$ cat config.mk
export PLATFORM = sky130hd
export DESIGN_NAME = fifo_wr_arb
export DESIGN_NICKNAME = d
export VERILOG_FILES = /design/src/rtl/fifo_wr_arb_pkg.sv /design/src/rtl/fifo_wr_arb_rr_pick.sv /design/src/rtl/fifo_wr_arb.sv
export SDC_FILE = /design/constraint.sdc
export NUM_CORES = 1
export LEC_CHECK = 0
export BUFFER_PORTS_ARGS = -buffer_cell sky130_fd_sc_hd__buf_2
export CORE_MARGIN = 8
export CORE_UTILIZATION = 39
export DETAILED_ROUTE_END_ITERATION = 6
export GPL_ROUTABILITY_DRIVEN = 0
export MAX_ROUTING_LAYER = met4
export PLACE_DENSITY_LB_ADDON = 0.05
export SYNTH_ARGS = -nofsm -noshare
export SYNTH_HDL_FRONTEND = slang
export SYNTH_SLANG_ARGS = --single-unit
export TNS_END_PERCENT = 20
$ cat constraint.sdc
create_clock -name wclk -period 1.78 [get_ports wclk]
set_input_delay 0.356 -clock wclk [delete_from_list [all_inputs] [get_ports wclk]]
set_output_delay 0.356 -clock wclk [all_outputs]
set_load 0.005 [all_outputs]
$ cat src/rtl/fifo_wr_arb_pkg.sv
// Shared definitions for the FIFO write-side arbiter: FSM encoding and default sizing.
package fifo_wr_arb_pkg;

    typedef enum logic {
        IDLE  = 1'b0,
        GRANT = 1'b1
    } state_t;

    localparam int DEF_DATA_WIDTH = 8;
    localparam int DEF_NUM_REQ    = 4;
    localparam int DEF_MAX_BURST  = 4;

endpackage

$ cat src/rtl/fifo_wr_arb_rr_pick.sv
// Round-robin picker: first set request at or after (last+1) mod N, wrapping.
// Purely combinational; no latency, no backpressure.
module rr_pick #(
    parameter int N  = 4,
    parameter int IW = 2
) (
    input  logic [N-1:0]  i_req,
    input  logic [IW-1:0] i_last,
    output logic [IW-1:0] o_next,
    output logic          o_any
);

    int          w_pos;
    logic [IW-1:0] w_sel;

    // Walk farthest-to-nearest so the nearest candidate after i_last wins.
    always_comb begin
        o_next = '0;
        w_pos  = 0;
        w_sel  = '0;
        for (int k = N; k >= 1; k--) begin
            w_pos = (int'(i_last) + k) % N;
            w_sel = IW'(w_pos);
            if (i_req[w_sel]) begin
                o_next = w_sel;
            end
        end
    end

    assign o_any = |i_req;

endmodule

$ cat src/rtl/fifo_wr_arb.sv
// Round-robin write arbiter feeding a FIFO: grants one requester per packet/burst.
// One cycle arbitration latency; wfull deasserts req_ready/winc and holds the grant.
module fifo_wr_arb
    import fifo_wr_arb_pkg::*;
#(
    parameter int DATA_WIDTH = DEF_DATA_WIDTH,
    parameter int NUM_REQ    = DEF_NUM_REQ,
    parameter int MAX_BURST  = DEF_MAX_BURST
) (
    input  logic                          wclk,
    input  logic                          wrst_n,
    input  logic [NUM_REQ-1:0]            req_valid,
    input  logic [NUM_REQ*DATA_WIDTH-1:0] req_data,
    input  logic [NUM_REQ-1:0]            req_last,
    output logic [NUM_REQ-1:0]            req_ready,
    input  logic                          wfull,
    output logic                          winc,
    output logic [DATA_WIDTH-1:0]         wdata,
    output logic [$clog2(NUM_REQ)-1:0]    grant_id,
    output logic                          busy
);

    localparam int IW = $clog2(NUM_REQ);
    localparam int BW = $clog2(MAX_BURST + 1);

    state_t          r_state;
    state_t          w_state_nxt;
    logic [IW-1:0]   r_grant_id;
    logic [IW-1:0]   r_last_grant;
    logic [BW-1:0]   r_beat;
    logic [BW-1:0]   w_beat_inc;
    logic [IW-1:0]   w_pick;
    logic            w_any;
    logic            w_xfer;
    logic            w_done;
    logic [DATA_WIDTH-1:0] w_words [NUM_REQ];

    rr_pick #(
        .N  (NUM_REQ),
        .IW (IW)
    ) u_rr_pick (
        .i_req  (req_valid),
        .i_last (r_last_grant),
        .o_next (w_pick),
        .o_any  (w_any)
    );

    always_comb begin
        for (int i = 0; i < NUM_REQ; i++) begin
            w_words[i] = req_data[i*DATA_WIDTH +: DATA_WIDTH];
        end
    end

    assign w_beat_inc = r_beat + BW'(1);
    assign wdata      = w_words[r_grant_id];
    assign grant_id   = r_grant_id;

    always_ff @(posedge wclk or negedge wrst_n) begin
        if (!wrst_n) begin
            r_state <= IDLE;
        end else begin
            r_state <= w_state_nxt;
        end
    end

    always_comb begin
        w_state_nxt = r_state;
        req_ready   = '0;
        winc        = 1'b0;
        busy        = 1'b0;
        w_xfer      = 1'b0;
        w_done      = 1'b0;
        case (r_state)
            IDLE: begin
                if (w_any) begin
                    w_state_nxt = GRANT;
                end
            end
            GRANT: begin
                busy                  = 1'b1;
                req_ready[r_grant_id] = ~wfull;
                w_xfer                = req_valid[r_grant_id] & ~wfull;
                winc                  = w_xfer;
                // Release on end-of-packet or when this beat fills the burst quota.
                w_done = w_xfer & (req_last[r_grant_id] | (w_beat_inc == BW'(MAX_BURST)));
                if (w_done) begin
                    w_state_nxt = IDLE;
                end
            end
            default: w_state_nxt = IDLE;
        endcase
    end

    always_ff @(posedge wclk or negedge wrst_n) begin
        if (!wrst_n) begin
            r_grant_id   <= '0;
            r_beat       <= '0;
            r_last_grant <= IW'(NUM_REQ - 1);
        end else if (r_state == IDLE) begin
            if (w_any) begin
                r_grant_id <= w_pick;
                r_beat     <= '0;
            end
        end else if (w_xfer) begin
            r_beat <= w_beat_inc;
            if (w_done) begin
                r_last_grant <= r_grant_id;
            end
        end
    end

endmodule
======== Yosys cells after proc, flatten, opt, wreduce, memory -nomap -nowiden ========
Cells that the tools add are included.
word-level totals
  output and inout port bits .............. 16
  input bits .............................. 43
  logic and storage cells ................. 62
  bits in registers ....................... 8
cells by class
  mux-type cells .......................... 31
  bitwise gates (word level) .............. 7
  $lt $le $gt $ge ......................... 7
  $add $sub $neg .......................... 5
  eq/ne operators ......................... 2
  reduce and logical (&&, ||, !) cells .... 6
operators by type and width
  cell                                                                    count
  8-bit binary-select mux with 2-bit select                               1
  8-bit two-way mux                                                       2
  2-bit by 3-bit < comparator with 1-bit output (second input constant)   5
  1-bit binary-select mux with 2-bit select                               6
  1-bit two-way mux                                                       12
  3-bit two-way mux                                                       3
  2-bit two-way mux                                                       4
  2-bit by 1-bit adder with 2-bit output (second input constant)          2
  2-bit adder (second input constant)                                     2
  4-bit bitwise AND                                                       1
  4-bit two-way mux                                                       1
  2-bit AND reduction                                                     2
  4-bit OR reduction                                                      1
  3-bit by 1-bit adder with 3-bit output (second input constant)          1
  3-bit equality test (second input constant)                             1
  3-bit >= comparator (second input constant)                             1
  2-bit NOT with 3-bit output                                             1
  3-bit AND reduction                                                     1
  1-bit bitwise AND                                                       2
  1-bit demux with 2-bit select                                           1
  2-bit by 1-bit >= comparator with 1-bit output (second input constant)  1
  2-bit inequality test (second input constant)                           1
  1-bit NOT                                                               2
  1-bit case mux with 2 select lines                                      1
  3 further kinds                                                         3

======== Depth between registers and ports, before layout ========
  word-level depth ........................ 7
  mapped depth ............................ 5
  mapped depth without buffers ............ 5

======== By module ========
Synthesis repeated with hierarchy kept, for this count alone.
second synthesis, totals
  cell total of the unflattened synthesis .. 64
  area total of the unflattened synthesis .. 758.2 um^2
by module, submodules not included
  module       times used  cells each  area an instance (um^2)
  fifo_wr_arb  1           50          666.9
  rr_pick      1           14          91.3

======== Least setup slack after synthesis ========
Ideal clock, no wire load.
  path type ............................... register to register
  start ................................... reg r_grant_id[0], in the netlist grant_id[0]
  end ..................................... reg r_last_grant[0]
  library setup time ...................... 0.082 ns
  clock period less this slack ............ 1.570 ns
  required time ........................... 1.698 ns
  cell stages (with the launch flop) ...... 6
  path buffers ............................ 1
  arrival time ............................ 1.487 ns
  setup slack ............................. 0.210 ns
  path through ............................ dfrtp_1 > buf_6 > mux4_2 > nand2_4 > nor2_2 > mux2_4
between the ends
  cells in the longest elaborated chain, start to end .. 6
RTL lines
  element                                                       line                                  source
  from (decl)                                                   fifo_wr_arb.sv:28                     logic [IW-1:0] r_grant_id;
  from (signal assigned)                                        fifo_wr_arb.sv:101                    r_grant_id <= w_pick;
  1-bit binary-select mux with 2-bit select (on tied branches)  fifo_wr_arb.sv:82, fifo_wr_arb.sv:85
  1-bit two-way mux (on tied branches)                          fifo_wr_arb.sv:82, fifo_wr_arb.sv:85
  1-bit bitwise AND / 1-bit bitwise OR (equally long branches)  fifo_wr_arb.sv:82, fifo_wr_arb.sv:85
  1-bit bitwise AND                                             fifo_wr_arb.sv:85                     w_done = w_xfer & (req_last[r_grant_id] | (w_beat_inc == BW'(MAX_BURST)));
  1-bit two-way mux                                             fifo_wr_arb.sv:73                     case (r_state)
  3-bit AND reduction (no source line)                          --
  to (signal assigned)                                          fifo_wr_arb.sv:98                     r_last_grant <= IW'(NUM_REQ - 1);
  to (signal assigned)                                          fifo_wr_arb.sv:107                    r_last_grant <= r_grant_id;
  to (decl)                                                     fifo_wr_arb.sv:29                     logic [IW-1:0] r_last_grant;
Parallel ways exist; a longest one is shown, timed or not. The select of a mux whose other input is x is not followed.
A chain may end at the register's enable or synchronous reset.

======== Worst setup path in the final report ========
  start ................................... reg r_grant_id[0], in the netlist grant_id[0]
  end ..................................... out winc
between the ends
  cells in the longest elaborated chain, start to end .. 4
RTL lines
  element                                    line               source
  1-bit binary-select mux with 2-bit select  fifo_wr_arb.sv:82  w_xfer = req_valid[r_grant_id] & ~wfull;
  1-bit two-way mux (implied by the code)    fifo_wr_arb.sv:82
  1-bit bitwise AND                          fifo_wr_arb.sv:82
  1-bit two-way mux                          fifo_wr_arb.sv:73
  to (decl)                                  fifo_wr_arb.sv:17  output logic winc,
Every way passes these cells. The select of a mux whose other input is x is not followed.

==> impl_metrics.csv <==
group,metric,value,unit
timing,worst_slack,-0.008443,ns
finish,drive_above_1_share,67.44,%
clock_network,clock-sinks,8,
floorplan,die_area,3611,um2
setup_path,cp_top_family,"multiplexers",
global_routing,met1_usage,15.81,%
floorplan,fp-row-count,16,
detailed_routing,postRouteAntennaNets,0,
global_routing,grt_pass1_wl,3.670,mm
synth,synthTopCellsByArea,"mux4_2, dfrtp_1, mux4_1",
global_routing,globalRouteTotalUtil,13.55,%
global_routing,antenna_found_initial,0,
synth,ys_ff_latch,8,
finish,antennaDiodeCount,0,
finish,fin_cells,156,
setup_path,critPathCaptureType,"output pin",
clock_network,cts-root-buf,"clkbuf_4",
status,violations,"negative setup slack",
synth,synthArstFlopShare,100.0,%
synth,syn_nets,110,
setup_path,critical_path_class,"reg2out",
power_and_ir_drop,power.density,1281,nW/um2
job,max_cap_violations,0,
detailed_routing,drc_errors,0,
timing,skew,0.007381,ns
clock_network,path_clk_slew,0.06,ns
setup_path,slowest_delay,0.56,ns
detailed_routing,post_drt_wl_per_cell,14.87,um
detailed_routing,vias_per_cell,4.987,
global_routing,grt_overflow,0,
floorplan,die_w,60.09,um
worst_hold_path,min_from,"req_valid[2]",
setup_path,cp_max_fo,4,
synth,synth_top_area_cell,"mux4_2",
finish,nets,175,
setup_path,crit_slowest_cell,"mux4_2",
power_and_ir_drop,p_leak,0.5872,nW
finish,final_common_cell,"buf_2",
synth,netlist_instances,65,
setup_path,r2r_cells,5,
placed_design,hpwlAfterDp,1.941,mm
setup_path,crit_buf_inv,2,
clock_network,clk_latency,0.25,ns
timing,slew_viol_final,0,
worst_hold_path,holdPathStages,4,
finish,multi_input_area,498.0,um2
setup_path,worst_ep_required_time,1.42,ns
setup_path,worstPathCellList,"mux4_2 -> nand2_4 -> inv_2 -> buf_6",
finish,most-common-layout-cells,"buf_2, mux4_2, nand2_1, dfrtp_1",
timing,maxSlewHeadroom,69.85,%
synth,syn_area_per_cell,11.67,um2
clock_network,cts_tree,"done",
global_routing,grt_pass1_vias,784,
power_and_ir_drop,p_total,1.451,mW
setup_path,ff2ff_setup_slack,0.14,ns
timing,setup_viol,3,
clock_network,htree_levels,1,
synth,synth_warnings,0,
setup_path,reg2reg_from,"grant_id[0]",
placed_design,portBuffers,58,
floorplan,core_area,1902,um2
status,status,"finished with violations",
timing,timing_hold_violations_final,0,
timing,worst_pin_slew,0.4482,ns
detailed_routing,finalWirelength,2.319,mm
detailed_routing,drtPass1Iterations,3,
placed_design,preCtsSetupSlack,0.04668,ns
setup_path,reg2reg_to,"r_last_grant[0]",
timing,period_share,100.5,%
power_and_ir_drop,irDropWorstVdd,0.7597,mV
detailed_routing,drtIter0Drc,24,
timing,fin_setup_tns,-0.01897,ns
synth,synth-edff-count,0,
finish,seqCellArea,203.9,um2
setup_path,timing.critical_path.from_type,"register",
timing,fmax,559.1,MHz
placed_design,place_inst,148,
synth,synth_ff_type,"dfrtp_1",
synth,yosysTopAreaCellShare,20.79,%
synth,ys_seq_area_share,26.73,%
synth,netlist_area,758.2,um2
floorplan,die_h,60.09,um
synth,synthDistinctLibCells,31,
finish,fillCellCount,177,
timing,period_needed,1.788,ns
detailed_routing,vias,778,
worst_hold_path,min_path_type,"in2reg",
finish,area_growth_syn_to_layout,49.34,%
worst_hold_path,hold_end,"r_beat[2]",
floorplan,ios,59,
global_routing,grt_use_met2,20.62,%
global_routing,busiest_layer,"met2",
timing,rsz0062_at_grt,"yes",
setup_path,worstPathArrival,1.43,ns
floorplan,start_util,39.87,%
global_routing,grt_max_degree,13,
clock_network,cts_buffer_depth,2,
global_routing,grtUsageMet3,5.376,%
clock_network,cts_made_buffers,3,
finish,fin_util,59.54,%
[metal layers]
metal / wire length (um) / vias up
met3: 298 / 2
met5: 0 / -
met2: 1060 / 38
li1: - / 378
met4: 5 / 0
met1: 954 / 360
[worst register-to-register path, cell delays in order, from the launching register on]
cell     delay (ns)
dfrtp_2        0.41
buf_4          0.15
mux4_2         0.51
a21oi_2        0.13
nor2_2         0.07
mux2_4         0.29
[through the flow]
stage                     hold WS, ns  cell area (um2)
after detailed placement       0.2100             1070
after CTS                      0.4530             1132
after global placement         0.2076             1070
after global routing           0.4823             1132
after floorplan               0.06041            758.2
final                          0.4632             1132
[cell type report]
| cell class | count | area share (%) |
|---|---|---|
| Sequential cell | 8 | 18.01 |
| Clock buffer | 4 | 2.320 |
| Timing Repair Buffer | 65 | 31.71 |
| Multi-Input combinational cell | 49 | 43.98 |
| Tap cell | 27 | 2.983 |
| Inverter | 3 | 0.9945 |
[sequential cells by signal (all words and copies together), names as in the netlist]
name and cells:
r_beat 3, r_state 1, grant_id 2, r_last_grant 2
[where the power goes]
group          internal [mW]  switching, mW  total [mW]
Clock                 0.0858         0.0621       0.148
Combinational          0.552          0.367       0.919
Sequential             0.281          0.103       0.384
[logic make-up (layout without fill, tap and decap cells)]
family	count (synthesis)	in the layout	share of synthesized area [%]
AOI/OAI and AO/OA	11	11	8.912
xor gates and xnor gates	2	2	2.311
adders and majority gates	2	2	3.300
buffers and inverters	8	72	6.104
DFF	8	8	26.73
muxes	13	13	36.47
and+or+nand+nor	21	21	16.17
[Yosys cell counts (2+ instances only)]
cell / count
and3b_1: 2
inv_1: 3
nand2_1: 5
a21oi_1: 3
mux4_2: 7
nor4_1: 2
mux4_1: 3
mux2_4: 2
o21ai_0: 4
xor2_1: 2
buf_4: 2
nand3_1: 4
ha_1: 2
dfrtp_1: 6
dfstp_2: 2
[worst max path at each step]
stage	startpoint	to	cells after the start
2_1_floorplan	grant_id[0]	r_last_grant[0]	5
3_3_place_gp	grant_id[0]	wdata[4]	3
3_5_place_dp	grant_id[0]	wdata[4]	3
4_1_cts	grant_id[0]	wdata[2]	3
5_1_grt	grant_id[0]	wdata[3]	3
6_report	grant_id[0]	winc	4
[what timing repair did]
action | 4_1_cts | 5_1_grt
setup endpoints to repair | 9 | 9
hold endpoints to repair | 6 | 0
hold buffers | 1 | 0
setup buffers | 3 | 0
pin swaps | 1 | 0
gates resized for setup | 8 | 0
(Power assumes the default switching activity.)
